==> src/rtl/scr_base_l3_bk_tp_arb.sv <==
// ---------------------------------------------------------------------------
// scr_base_l3_bk_tp_arb
//   L3 bank tag-pipe arbiter. Four request sources (replay, snoop, fill,
//   core) compete for the D0 stage of the tag pipe. A source may only enter
//   when its set index does not collide with any valid set already in
//   D0..D3, so that two accesses to the same set never overlap in the pipe.
//   Fixed priority replay > snoop > fill > core.
//
//   Optional macro SCR_L3_TP_ARB_STARVE_EN adds a core anti-starvation
//   counter. Once core has lost STARVE_LIM consecutive eligible cycles it is
//   promoted to top priority.
//
// Ports
//   clk, rst_n      bank clock, async active-low reset
//   req_vld[3:0]    per-source valid ([0] replay .. [3] core)
//   req_set         per-source set index, source i at [i*SET_W +: SET_W]
//   req_pld         per-source payload,   source i at [i*PLD_W +: PLD_W]
//   req_rdy[3:0]    one-hot grant (combinational)
//   tp_stall        holds D0..D3 and blocks all grants
//   tp_d0_*         registered D0 stage (vld/src/set/pld)
//   tp_busy         any valid entry in D0..D3
// ---------------------------------------------------------------------------
module scr_base_l3_bk_tp_arb #(
  parameter int SET_W      = 10,
  parameter int PLD_W      = 64,
  parameter int STARVE_LIM = 15
) (
  input  logic               clk,
  input  logic               rst_n,
  input  logic [3:0]         req_vld,
  input  logic [4*SET_W-1:0] req_set,
  input  logic [4*PLD_W-1:0] req_pld,
  output logic [3:0]         req_rdy,
  input  logic               tp_stall,
  output logic               tp_d0_vld,
  output logic [1:0]         tp_d0_src,
  output logic [SET_W-1:0]   tp_d0_set,
  output logic [PLD_W-1:0]   tp_d0_pld,
  output logic               tp_busy
);

  // Tracker entry 0 doubles as the D0 register's vld/set.
  logic [3:0]            r_trk_vld;
  logic [3:0][SET_W-1:0] r_trk_set;
  logic [1:0]            r_d0_src;
  logic [PLD_W-1:0]      r_d0_pld;

  logic [3:0]            w_hit;
  logic [3:0]            w_elig;
  logic [3:0]            w_gnt;
  logic                  w_boost;
  logic [1:0]            w_gnt_src;
  logic [SET_W-1:0]      w_gnt_set;
  logic [PLD_W-1:0]      w_gnt_pld;

  // Set collision against every valid tracker stage.
  always_comb begin
    w_hit = '0;
    for (int i = 0; i < 4; i++) begin
      for (int d = 0; d < 4; d++) begin
        if (r_trk_vld[d] && (req_set[i*SET_W +: SET_W] == r_trk_set[d]))
          w_hit[i] = 1'b1;
      end
    end
  end

  // rst_n is folded in so req_rdy drops asynchronously with reset.
  assign w_elig = req_vld & ~w_hit & {4{~tp_stall & rst_n}};

`ifdef SCR_L3_TP_ARB_STARVE_EN
  localparam logic [7:0] LIM = 8'(STARVE_LIM);
  logic [7:0] r_starve;

  assign w_boost = (r_starve == LIM) && w_elig[3];

  always_ff @(posedge clk or negedge rst_n) begin
    if (!rst_n) begin
      r_starve <= '0;
    end else if (!tp_stall) begin
      if (!req_vld[3] || w_gnt[3])
        r_starve <= '0;
      else if (w_elig[3] && (|w_gnt[2:0]) && (r_starve != LIM))
        r_starve <= r_starve + 8'd1;
    end
  end
`else
  assign w_boost = 1'b0;
`endif

  always_comb begin
    w_gnt = '0;
    if (w_boost)        w_gnt = 4'b1000;
    else if (w_elig[0]) w_gnt = 4'b0001;
    else if (w_elig[1]) w_gnt = 4'b0010;
    else if (w_elig[2]) w_gnt = 4'b0100;
    else if (w_elig[3]) w_gnt = 4'b1000;
  end

  // Winner mux; with no grant D0 keeps its old set/src/pld and only vld drops.
  always_comb begin
    w_gnt_src = r_d0_src;
    w_gnt_set = r_trk_set[0];
    w_gnt_pld = r_d0_pld;
    for (int i = 0; i < 4; i++) begin
      if (w_gnt[i]) begin
        w_gnt_src = 2'(i);
        w_gnt_set = req_set[i*SET_W +: SET_W];
        w_gnt_pld = req_pld[i*PLD_W +: PLD_W];
      end
    end
  end

  always_ff @(posedge clk or negedge rst_n) begin
    if (!rst_n) begin
      r_trk_vld <= '0;
      r_trk_set <= '0;
      r_d0_src  <= '0;
      r_d0_pld  <= '0;
    end else if (!tp_stall) begin
      // D3 falls off the end of the chain.
      r_trk_vld <= {r_trk_vld[2:0], |w_gnt};
      r_trk_set <= {r_trk_set[2:0], w_gnt_set};
      r_d0_src  <= w_gnt_src;
      r_d0_pld  <= w_gnt_pld;
    end
  end

  assign req_rdy   = w_gnt;
  assign tp_d0_vld = r_trk_vld[0];
  assign tp_d0_src = r_d0_src;
  assign tp_d0_set = r_trk_set[0];
  assign tp_d0_pld = r_d0_pld;
  assign tp_busy   = |r_trk_vld;

endmodule
==> config.mk <==
export PLATFORM = sky130hd
export DESIGN_NAME = scr_base_l3_bk_tp_arb
export DESIGN_NICKNAME = d
export VERILOG_FILES = /design/src/rtl/scr_base_l3_bk_tp_arb.sv
export SDC_FILE = /design/constraint.sdc
export NUM_CORES = 1
export LEC_CHECK = 0
export ABC_AREA = 1
export CORE_ASPECT_RATIO = 0.8
export CORE_MARGIN = 1
export CORE_UTILIZATION = 50
export CTS_BUF_LIST = sky130_fd_sc_hd__clkbuf_8
export DETAILED_ROUTE_END_ITERATION = 8
export GPL_ROUTABILITY_DRIVEN = 1
export PLACE_DENSITY = 0.95
export SLEW_MARGIN = 20
export SYNTH_ARGS = -nofsm -noshare
export SYNTH_HDL_FRONTEND = slang
export SYNTH_SLANG_ARGS = --single-unit
==> constraint.sdc <==
create_clock -name clk -period 4.1 [get_ports clk]
set_clock_uncertainty 0.15 [all_clocks]
set_input_delay 0.82 -clock clk [delete_from_list [all_inputs] [get_ports clk]]
set_output_delay 0.82 -clock clk [all_outputs]
set_load 0.005 [all_outputs]
==> results, run 1 <==
- The first TritonRoute pass finished after 9 iterations.
- In the layout the commonest cells are 733 x sky130_fd_sc_hd__nand2_1, 369 x sky130_fd_sc_hd__clkdlybuf4s50_1, 275 x sky130_fd_sc_hd__inv_1, 199 x sky130_fd_sc_hd__nand3_1, 110 x sky130_fd_sc_hd__dfrtp_1.
- After clock tree synthesis, the flow added hold-fix buffers numbering 0.
- The initial DRC count is 2198.
- The number of nets produced by synthesis is 2120.
- The via count of the first global-routing pass came to 13.1k.
- Yosys printed 0 warnings.
- Counting stages on the worst path, the most repeated cell is sky130_fd_sc_hd__nand2_1.
- The area added between synthesis and finish is 43.1%.
- The chip height is 131 um.
- The max-slew violation total from the final report was 0.
- Fill cells in the final layout number 1611.
- The maximum ir drop on the vdd rail is 0.217 mV.
- Detailed placement ended at an HPWL of 37.8 mm.
- The global-route wire length before repair is 75.0 mm.
- The final reports fail on design-rule violations, negative setup slack.
- The count of input and output buffers is 384.
- The aggregate global routing overflow is 0.
- After layout, the design draws a total of 4460 uW.
- The worst hold path belongs to the class flip-flop to flip-flop.
- The required time reported for the critical path endpoint is 3.13 ns.
- In this run the deepest clock path goes through 2 buffers.
- The die extent in x is 163 um.
- After layout, the worst setup slack is -0.00448 ns.
- In this run the power density over the cells is 299 nW/um2.
- The delay of the slowest cell on the worst path is 0.50 ns.
- The number of setup violations in the final report is 1.
- TritonCTS created 9 clock buffers.
- The overall routed net length is 50.4 mm.
- The detailed router placed 14.2k vias in this run.
- The post-route cell area is 14900 um2.
- Measured against its own limit, the worst slew margin works out to 35.6%.
- For the worst setup path, the data arrival time is 3.13 ns.
- The flow ran to the end, but the final reports show violations.
- The maximum number of pins on one net before global-route repair is 76.
- The clock root buffer is sky130_fd_sc_hd__clkbuf_8.
- The final-stage net count is 2478.
- The die covers 21400 um2.
- The clock insertion delay at the later pin of the skew report is 0.42 ns.
- The kind of end point of the critical path is an output port.
- Pin placement for this block handled 385 I/O pins.
- The TritonCTS clock tree is built.
- The classification of the worst setup path is primary input to output port.
- The critical path goes through clkdlybuf4s50_1, buf_4, nand2_1, nand3_1, nor2_1, nand3_1, nand2_1, nor2_2, nor2_4, buf_4, nand2_1, inv_1, clkdlybuf4s50_1.
- The post-synthesis cell area is 10400 um2.
- The clock-pin slew of the registers on the worst-case setup and hold paths is 0.11 ns.
- The floorplan has 46 rows.
- The initial antenna violation count was 3.
- The tree built by TritonCTS fans out to 110 sinks.
- At the pin with the least slew margin, the transition time is 0.967 ns.
- The hold slack is 0.341 ns.
- After floorplanning, the core was sized to cover 20100 um2.
- The type of origin of the critical path is a primary input.
- The placed standard-cell area is 14600 um2.
- The final number of hold-violating endpoints is 0.
- Once the floorplan was initialized, standard cells occupied 51.7% of the core.
- The analysis attributes to cell leakage a power of 0.00797 uW.
- The library cell used most frequently in the layout, excluding fill and tap cells, is sky130_fd_sc_hd__nand2_1.
- The part of the Yosys area used for sequential elements is 26.4%.
- The H-tree generated during clock tree synthesis spans 3 levels.
- The setup TNS is -0.00448 ns.
- The count of max-cap constraint violations is 0.
- The detail route stage leaves a number of antenna-violating nets equal to 0.
- The highest achievable clock rate is 0.244 GHz.
- Counting flops and latches in the post-synthesis netlist gives 110.
- The count of different cell masters after synthesis is 29.
- The synthesized area per cell is 5.73 um2.
- Dividing the detail-routed wire length by the instance count gives 20.6 um.
- The routability congestion estimate from global placement is 1.21.
- In the routed design, unresolved DRC markers number 14.
- The detailed-route vias per instance is 5.81.
- The routed design could run at a clock period as short as 4.10 ns.
- Of all nets on the critical path, the largest fanout is 4.
- The standard cell with the maximum stage delay on the critical path is sky130_fd_sc_hd__clkdlybuf4s50_1.
- Global routing consumed, over all layers together, 46.4% of the routing resources.
- The number of standard cells after synthesis is 1817.
- The final critical-path share of the clock period is 100%.
- The fraction of final layout cells sized beyond drive strength 1 is 6.51%.
==> report_power, final <==
group	switching [uW]	total [uW]	internal [uW]
Sequential	338	1630	1290
Clock	442	699	257
Combinational	1180	2130	958
Total	1960	4460	2510
==> synth_stat cells <==
master	number	share of area (%)
sky130_fd_sc_hd__o21ai_0	39	1.9
sky130_fd_sc_hd__nand3_1	199	9.6
sky130_fd_sc_hd__inv_1	277	10
sky130_fd_sc_hd__inv_2	27	0.97
sky130_fd_sc_hd__clkbuf_1	23	0.83
sky130_fd_sc_hd__and2_1	1	0.060
sky130_fd_sc_hd__nand2_1	739	27
sky130_fd_sc_hd__nand3b_1	64	4.6
sky130_fd_sc_hd__nor2_4	1	0.11
sky130_fd_sc_hd__buf_1	8	0.29
sky130_fd_sc_hd__nand4_1	109	6.5
sky130_fd_sc_hd__buf_2	59	2.8
sky130_fd_sc_hd__nor3_1	10	0.48
sky130_fd_sc_hd__clkbuf_2	4	0.19
sky130_fd_sc_hd__o211ai_1	7	0.50
sky130_fd_sc_hd__buf_4	17	1.2
sky130_fd_sc_hd__a21oi_1	14	0.67
sky130_fd_sc_hd__and3_1	1	0.060
sky130_fd_sc_hd__xor2_1	18	1.5
sky130_fd_sc_hd__nor3b_1	1	0.072
sky130_fd_sc_hd__nor2_1	57	2.1
sky130_fd_sc_hd__xnor2_1	17	1.4
sky130_fd_sc_hd__dfrtp_1	110	26
sky130_fd_sc_hd__o21ai_2	1	0.084
sky130_fd_sc_hd__clkinv_1	4	0.14
sky130_fd_sc_hd__nand3_2	1	0.096
sky130_fd_sc_hd__o21ai_1	1	0.048
sky130_fd_sc_hd__buf_6	5	0.54
sky130_fd_sc_hd__nor2_2	3	0.18
==> worst paths after layout <==
| kind | from | to | slack [ns] | cells after the start |
|---|---|---|---|---|
| worst min register to register | tp_d0_pld[29] | tp_d0_pld[29] | 0.34 | 2 |
| worst max register to register | tp_d0_set[7] | tp_d0_pld[7] | 0.64 | 15 |
| max in group asynchronous | rst_n | r_trk_set[39] | 2.11 | 3 |
| worst min-delay path | tp_d0_pld[29] | tp_d0_pld[29] | 0.34 | 2 |
| min in group asynchronous | rst_n | tp_d0_pld[46] | 0.44 | 2 |
| worst max-delay path | req_set[3] | req_rdy[2] | -0.004 | 13 |
==> cells by family after synthesis <==
family                    share of synthesized area [%]
and+or+nand+nor                                    50.5
buffers and inverters                              17.0
DFF                                                26.4
AOI/OAI and AO/OA                                  3.18
xor gates and xnor gates                           2.94
==> per-stage QoR <==
stage	setup WS [ns]	instances	util, %
finish	-0.00448	2446	74.0
global route	-0.00812	2446	74.0
CTS	0.00182	2442	73.6
detailed placement	-0.172	2426	72.6
global placement	-0.251	2426	72.6
floorplan	0.958	1817	-
==> sequential cells by signal (all words and copies together) (netlist names) <==
signal and flops:
r_trk_vld 4, tp_d0_pld 64, tp_d0_src 2, r_trk_set 30, tp_d0_set 10
==> per-layer routing <==
layer	track usage [%]	wire [um]	vias up	part of all wire (%)
li1	-	-	6331	-
met4	29.2	3910	0	7.8
met2	67.1	20700	1201	41
met3	16.0	7490	301	15
met1	58.4	18200	6376	36
met5	0	0	-	0
==> area by class of cell <==
cell class / count / area (um2) / share of cell area (%)
Inverter: 308 / 1160 / 7.78
Multi-Input combinational cell: 1283 / 5960 / 40.0
Timing Repair Buffer: 463 / 4500 / 30.2
Sequential cell: 110 / 2750 / 18.5
Antenna cell: 2 / 5.00 / 0.0336
Clock buffer: 10 / 138 / 0.923
Clock inverter: 6 / 60.1 / 0.403
Tap cell: 264 / 330 / 2.22
==> repair_timing <==
| action | 4_1_cts | 5_1_grt |
|---|---|---|
| gates resized for setup | 3 | 21 |
| setup endpoints to repair | 3 | 3 |
| pin swaps | 1 | 4 |
| hold endpoints to repair | 0 | 0 |
| setup buffers | 0 | 2 |
==> critical path: cells and delay by family <==
family	cells	cell delay, ns
buf+inv	5	1.37
simple gates	8	0.93
(Power assumes the default switching activity.)
==> inputs of run 2 (changes only) <==
--- a/config.mk
+++ b/config.mk
@@ -6,13 +6,13 @@
 export NUM_CORES = 1
 export LEC_CHECK = 0
 export ABC_AREA = 1
-export CORE_ASPECT_RATIO = 0.8
-export CORE_MARGIN = 1
-export CORE_UTILIZATION = 50
+export CORE_AREA = 2 2 148 150
 export CTS_BUF_LIST = sky130_fd_sc_hd__clkbuf_8
+export CTS_CLUSTER_SIZE = 20
 export DETAILED_ROUTE_END_ITERATION = 8
+export DIE_AREA = 0 0 150 152
 export GPL_ROUTABILITY_DRIVEN = 1
-export PLACE_DENSITY = 0.95
+export PLACE_DENSITY = 0.94
 export SLEW_MARGIN = 20
 export SYNTH_ARGS = -nofsm -noshare
 export SYNTH_HDL_FRONTEND = slang
==> results, run 2 (synthesis gave the netlist of run 1 again) <==
- The final-stage net count is 2469 (-0.36%).
- The number of flip-flops under the largest register name is 64 (unchanged).
- The min-delay analysis places its worst path in the category flip-flop to flip-flop.
- The initial antenna violation count came to 4 (+1).
- The clock insertion delay at the later pin of the skew report came to 0.41 ns (about the same).
- The overall routed net length came to 54.0 mm (+7.2%).
- The aggregate global routing overflow came to 0 (unchanged).
- The initial core utilization is 48.8% (-2.9 points).
- The proportion of power drawn by flip-flops and latches came to 36.8% (+0.3 points).
- The die extent in x came to 150 um (-8.2%).
- The detailed-placement wirelength estimate is 40.1 mm (+6.1%).
- The most critical setup path has its startpoint at req_set[20].
- The delay of the slowest cell on the worst path is 0.60 ns (+0.10 ns).
- The chip height was 152 um (+16%).
- The global router's overall resource usage came to 45.8% (-0.55 points).
- The endpoint arrival time on the critical path is 3.09 ns (-0.04 ns).
- The count of unresolved DRC violations after routing is 0 (-14).
- The max-slew violation total from the final report is 0 (unchanged).
- TritonCTS built the clock tree.
- The signal on the critical path passes through clkdlybuf4s50_1, inv_1, nand2_1, nand4_1, nor2_1, nand3_1, nand3_1, nor2_4, nor2_4, nand2_2, inv_1, clkdlybuf4s50_1.
- In the layout the commonest cells are 735 x sky130_fd_sc_hd__nand2_1, 365 x sky130_fd_sc_hd__clkdlybuf4s50_1, 277 x sky130_fd_sc_hd__inv_1, 199 x sky130_fd_sc_hd__nand3_1.
- The number of rows in the core area is 54 (+17%).
- The share of total power in the clock network is 15.2% (-0.5 points).
- The clock-pin slew of the registers on the worst-case setup and hold paths is 0.11 ns (about the same).
- The placeable core area is 21400 um2 (+6.0%).
- The worst setup margin is 0.0425 ns (+0.0470 ns).
- The max-slew headroom at the worst pin is 35.9% (+0.35 points).
- The count of H-tree levels built during CTS came to 3 (unchanged).
- The power per unit of standard cell area came to 302 nW/um2 (+0.96%).
- The worst setup timing slack at the placement stage is -0.0486 ns (+0.124 ns).
- The reg-to-reg critical path startpoint is r_trk_set[23].
- The final critical-path share of the clock period was 99.0% (-1.1 points).
- The fill cell instance count of the final layout is 1851 (+15%).
- The global-route wire length before repair came to 78.6 mm (+4.8%).
- The buffer count from post-CTS setup fixing came to 0 (unchanged).
- The internal cell power is 2480 uW (-0.89%).
- The maximum ir drop on the vdd rail is 0.199 mV (-8.4%).
- The count of input and output buffers is 384 (unchanged).
- The total number of vias is 14.3k (+0.41%).
- The combinational power share is 48.0% (+0.2 points).
- The slew at the pin closest to its max-slew limit came to 0.961 ns (-0.00528 ns).
- Leaving out fill and tap cells, the most frequent cell in the layout is sky130_fd_sc_hd__nand2_1.
- The first-pass iteration count of the detailed router is 8 (-1).
- The hold slack came to 0.342 ns (+0.000166 ns).
- The required time reported for the critical path endpoint is 3.13 ns (about the same).
- The post-route cell area came to 14800 um2 (-0.42%).
- The reported leakage power is 0.00794 uW (-0.30%).
- The detailed-route vias per instance is 5.82 (+0.16%).
- The final number of hold-violating endpoints was 0 (unchanged).
- The clock net sink count is 110 (unchanged).
- The placed standard-cell area is 14600 um2 (about the same).
- The boundary pin count is 385 (unchanged).
- The classification of the worst setup path is primary input to output port.
- The net load switching power was 2000 uW (+2.4%).
- The area of the die is 22800 um2 (+6.4%).
- The post-layout utilization of the core came to 69.5% (-4.5 points).
- The maximum number of pins on one net before global-route repair is 76 (unchanged).
- The mean routed wirelength per cell is 22.0 um (+6.9%).
- The worst hold path begins at tp_d0_pld[4].
- The slowest stage of the critical path belongs to the cell sky130_fd_sc_hd__clkdlybuf4s50_1.
- The via count of the first global-routing pass is 13.2k (+0.96%).
- The clock buffer count from CTS was 9 (unchanged).
- The type of origin of the critical path is a primary input.
- The flow ran to the end, and the final reports show no timing, DRC or antenna violations.
- The count of nets left with antenna violations after detail routing was 0 (unchanged).
- The kind of end point of the critical path is an output port.
- The maximum net fanout on the critical path is 5 (+1).
- The count of max-cap constraint violations came to 0 (unchanged).
- The fraction of final layout cells sized beyond drive strength 1 is 5.90% (-0.62 points).
- The clock tree buffer depth is 2 (unchanged).
- The number of setup violations in the final report came to 0 (-1).
- The switching portion of total power came to 44.6% (+0.80 points).
- The highest achievable clock rate came to 0.246 GHz (+1.2%).
- Compared with the post-synthesis result, the final layout area differs by 42.5%.
- The final period demand of the worst path came to 4.06 ns (-0.0470 ns).
- The routability congestion estimate from global placement is 1.11 (-8.2%).
- The clock root buffer is sky130_fd_sc_hd__clkbuf_8.
- The initial DRC count is 1820 (-17%).
==> run 2: final cells by class <==
class,count,area (um2),share of cell area [%]
clock buffer,9,124,0.834
inverter,308,1160,7.79
antenna,1,2.50,0.0169
multi-input combinational,1283,5940,40.0
tap,280,350,2.36
sequential,110,2750,18.6
clock inverter,7,67.6,0.455
timing repair buffer,454,4450,30.0
==> run 2: power groups by stage <==
stage | logic, uW | clock network (uW) | registers (uW)
CTS | 2080 | 688 | 1610
finish | 2150 | 682 | 1650
floorplan | 1000 | 0 | 1470
global route | 2290 | 724 | 1640
detailed placement | 2070 | 0 | 1620
global placement | 2050 | 0 | 1630
==> run 2: path summary, 6_finish.rpt <==
| check | end | slack, ns | cells after the start |
|---|---|---|---|
| worst max-delay path | req_rdy[3] | 0.04 | 12 |
| worst min-delay path | tp_d0_pld[4] | 0.34 | 2 |
| worst max register to register | tp_d0_pld[62] | 0.49 | 15 |
| worst min register to register | tp_d0_pld[4] | 0.34 | 2 |
| max in group asynchronous | r_trk_set[26] | 2.09 | 3 |
| min in group asynchronous | r_trk_set[30] | 0.40 | 2 |
==> run 2: routing by layer <==
layer | vias up | share of wire, % | GRT usage [%]
met1 | 6436 | 36 | 57.6
met4 | 4 | 8.0 | 27.2
met3 | 308 | 15 | 16.9
met2 | 1200 | 41 | 66.9
met5 | - | 0.039 | 0
li1 | 6319 | - | -
==> run 2: repair_timing <==
item / 4_1_cts / 5_1_grt
resized for setup: 4 / 19
pin swaps: 0 / 1
setup endpoints to repair: 1 / 3
hold buffers: 0 / 0
endpoints found under the hold margin: 0 / 0
==> run 2: critical path: cells and delay by family <==
family / cells / cell delay, ns
buffers and inverters: 4 / 1.43
AND/OR/NAND/NOR: 8 / 0.84
==> run 2: metrics by stage <==
step | setup TNS (ns) | power (uW) | cells
CTS | 0 | 4370 | 2451
finish | 0 | 4490 | 2452
floorplan | 0 | 2470 | 1817
global route | -0.0136 | 4650 | 2452
detailed placement | -0.0486 | 3690 | 2435
global placement | -0.0824 | 3680 | 2435
==> inputs of run 3 (changes only) <==
--- a/config.mk
+++ b/config.mk
@@ -5,14 +5,13 @@
 export SDC_FILE = /design/constraint.sdc
 export NUM_CORES = 1
 export LEC_CHECK = 0
-export ABC_AREA = 1
-export CORE_AREA = 2 2 148 150
+export CORE_AREA = 2 2 150 152
 export CTS_BUF_LIST = sky130_fd_sc_hd__clkbuf_8
 export CTS_CLUSTER_SIZE = 20
 export DETAILED_ROUTE_END_ITERATION = 8
-export DIE_AREA = 0 0 150 152
+export DIE_AREA = 0 0 152 154
 export GPL_ROUTABILITY_DRIVEN = 1
-export PLACE_DENSITY = 0.94
+export PLACE_DENSITY = 0.78
 export SLEW_MARGIN = 20
 export SYNTH_ARGS = -nofsm -noshare
 export SYNTH_HDL_FRONTEND = slang
==> results, run 3 <==
- The library cell with the largest summed area after synthesis is sky130_fd_sc_hd__dfrtp_1.
- The tree is rooted in a sky130_fd_sc_hd__clkbuf_8.
- The count of H-tree levels built during CTS came to 3 (unchanged).
- The total number of vias is 7668 (-46%).
- The post-synthesis cell area came to 7620 um2 (-27%).
- The routability congestion estimate from global placement is 0.981 (-12%).
- The number of synthesis warnings came to 0 (unchanged).
- The clock insertion delay at the later pin of the skew report is 0.38 ns (-0.03 ns).
- The count of max-cap constraint violations came to 0 (unchanged).
- The type of origin of the critical path is a primary input.
- The number of standard cells after synthesis was 748 (-59%).
- The total power of the final layout came to 3980 uW (-11%).
- The highest achievable clock rate is 0.248 GHz (+0.60%).
- The mean routed wirelength per cell was 24.4 um (+11%).
- The count of flip-flops with a built-in enable after synthesis is 0 (unchanged).
- The final period demand of the worst path is 4.03 ns (-0.0243 ns).
- The die extent in x was 152 um (+1.3%).
- The clock tree buffer depth is 2 (unchanged).
- The first-pass iteration count of the detailed router is 5 (-3).
- The power per unit of standard cell area was 339 nW/um2 (+12%).
- The final number of hold-violating endpoints is 0 (unchanged).
- The maximum number of pins on one net before global-route repair came to 75 (-1.3%).
- The chip height is 154 um (+1.3%).
- The area of the die is 23400 um2 (+2.7%).
- The combined area of the multi-input logic cells is 4160 um2 (-30%).
- The maximum ir drop on the vdd rail is 0.170 mV (-14%).
- The count of different cell masters after synthesis is 31 (+6.9%).
- The run finished with clean final reports.
- After synthesis, the most frequently instantiated cells are 110 x sky130_fd_sc_hd__dfrtp_1, 96 x sky130_fd_sc_hd__xnor2_1, 83 x sky130_fd_sc_hd__buf_2.
- The reported leakage power is 0.00436 uW (-45%).
- The detailed-placement wirelength estimate is 24.7 mm (-38%).
- The initial antenna violation count was 0 (-4).
- The main flop type after synthesis is sky130_fd_sc_hd__dfrtp_1.
- The part of the Yosys area used for sequential elements is 36.1% (+9.7 points).
- The hold slack is 0.349 ns (+0.00748 ns).
- The required time reported for the critical path endpoint is 3.13 ns (about the same).
- The slew at the pin closest to its max-slew limit is 0.970 ns (+0.00833 ns).
- The count of nets left with antenna violations after detail routing is 0 (unchanged).
- The hold-fix buffer count after cts is 0 (unchanged).
- The synthesized area per cell is 10.2 um2 (+78%).
- The global-route wire length before repair is 48.8 mm (-38%).
- Setup repair after global routing left no endpoint under its margin.
- By startpoint and endpoint, the worst setup path is classified as primary input to output port.
- The count of input and output buffers is 384 (unchanged).
- The fill cell instance count of the final layout is 1939 (+4.8%).
- The final instance count without filler cells is 1341 (-45%).
- The count of unresolved DRC violations after routing is 0 (unchanged).
- The detailed-route vias per instance is 5.72 (-1.7%).
- The number of antenna diodes is 0 (-1).
- The aggregate global routing overflow is 0 (unchanged).
- The leading cell type in the layout, fill and taps excluded is sky130_fd_sc_hd__clkdlybuf4s50_1.
- The dominant cell by count in the synthesized netlist is sky130_fd_sc_hd__dfrtp_1.
- Leaving out fill and tap cells, the most frequent cells in the layout are 370 x sky130_fd_sc_hd__clkdlybuf4s50_1, 110 x sky130_fd_sc_hd__dfrtp_1, 96 x sky130_fd_sc_hd__xnor2_1, 80 x sky130_fd_sc_hd__o22ai_1, 74 x sky130_fd_sc_hd__o2bb2ai_1.
- The final critical-path share of the clock period was 98.4% (-0.59 points).
- The number of flip-flops under the largest register name came to 64 (unchanged).
- The number of setup violations in the final report is 0 (unchanged).
- The via count of the first global-routing pass was 7849 (-41%).
- The area added between synthesis and finish is 54.2%.
- The TritonCTS clock tree is built.
- The setup TNS came to 0 ns (unchanged).
- The initial core utilization was 35.1% (-14 points).
- The top cell type's share of synthesized area is 36.1% (+9.5 points).
- The placeable core area was 21700 um2 (+1.6%).
- The post-layout utilization of the core came to 54.2% (-15 points).
- The endpoint arrival time on the critical path is 3.06 ns (-0.03 ns).
- The sequential cell area is 2750 um2 (about the same).
- The max-slew violation total from the final report is 0 (unchanged).
- STA classifies the critical path endpoint as an output port.
- The maximum net fanout on the critical path is 5 (unchanged).
- The max-slew headroom at the worst pin is 35.4% (-0.56 points).
- The boundary pin count is 385 (unchanged).
- The number of rows in the core area came to 54 (unchanged).
- The global router's overall resource usage came to 27.1% (-19 points).
- The final-stage net count is 1359 (-45%).
- The clock buffer count from CTS was 9 (unchanged).
- In the post-synthesis netlist, the biggest area contributors are sky130_fd_sc_hd__dfrtp_1 36%, sky130_fd_sc_hd__xnor2_1 11%, sky130_fd_sc_hd__o2bb2ai_1 8.5%.
- The proportion of synthesized flip-flops having asynchronous set or reset came to 100% (unchanged).
- The overall routed net length is 32.7 mm (-39%).
- The clock net sink count is 110 (unchanged).
- The total instance count after detailed placement is 1325 (-46%).
- The clock-pin slew of the registers on the worst-case setup and hold paths came to 0.10 ns (about the same).
- The fraction of final layout cells sized beyond drive strength 1 is 12.3% (+6.4 points).
- The initial DRC count came to 743 (-59%).
- The number of nets produced by synthesis is 1051 (-50%).
- The worst min-delay path class is flip-flop to flip-flop.
- The flip-flop and latch count after synthesis is 110 (unchanged).
-- run 3: per-stage QoR --
stage | setup slack (ns) | instance area, um2
3_5_place_dp | -0.218 | 11500
2_1_floorplan | 0.759 | 7620
4_1_cts | 0.00349 | 11700
3_3_place_gp | -0.131 | 11500
5_1_grt | 0.00783 | 11800
6_report | 0.0668 | 11800
-- run 3: worst paths after layout --
path                                     from       endpoint  slack [ns]  cells past startpoint
worst max-delay path              req_set[19]     req_rdy[1]        0.07                      8
worst min-delay path            tp_d0_pld[32]  tp_d0_pld[32]        0.35                      1
worst max register to register   tp_d0_set[1]   tp_d0_set[2]        0.73                      9
worst min register to register  tp_d0_pld[32]  tp_d0_pld[32]        0.35                      1
max in group asynchronous               rst_n   tp_d0_set[7]        2.04                      3
min in group asynchronous               rst_n  r_trk_set[20]        0.45                      2
-- run 3: layout make-up --
cell class | instances | share of cell area (%)
clock buffer | 9 | 1.05
clock inverter | 7 | 0.404
inverter | 2 | 0.0639
multi-input combinational | 493 | 35.4
sequential | 110 | 23.4
tap | 280 | 2.98
timing repair buffer | 440 | 36.7
-- run 3: where the power goes --
part           switching [uW]  internal [uW]  total [uW]
Sequential                428           1310        1730
Combinational             620           1010        1630
Clock                     399            225         624
Total                    1450           2540        3980
-- run 3: logic make-up (layout without fill, tap and decap cells) --
| group | after synthesis | after routing | synth area share, % |
|---|---|---|---|
| compound gates | 232 | 232 | 24.8 |
| xor+xnor | 160 | 160 | 18.4 |
| buf+inv | 145 | 458 | 10.2 |
| flops | 110 | 110 | 36.1 |
| mux | 33 | 33 | 4.88 |
| simple gates | 68 | 68 | 5.61 |
-- run 3: worst max-delay path, stage by stage --
cell                              delay, ns
sky130_fd_sc_hd__clkdlybuf4s50_1       0.59
sky130_fd_sc_hd__xnor2_1               0.22
sky130_fd_sc_hd__nand4_1               0.09
sky130_fd_sc_hd__o22ai_1               0.10
sky130_fd_sc_hd__or3_4                 0.42
sky130_fd_sc_hd__nand2b_2              0.20
sky130_fd_sc_hd__inv_1                 0.11
sky130_fd_sc_hd__clkdlybuf4s50_1       0.52
-- run 3: routing by layer --
| metal | GRT usage, % | wire length (um) |
|---|---|---|
| met1 | 36.0 | 13200 |
| met2 | 42.4 | 15200 |
| met3 | 6.65 | 3050 |
| met4 | 11.1 | 1200 |
| met5 | 0 | 0 |
-- run 3: what timing repair did --
item                       in CTS  in global routing
gates cloned                    0                  0
resized for setup               9                 12
buffers inserted                0                  0
hold endpoints to repair        0                  0
pin swaps                       2                  4
setup endpoints to repair       4                  3
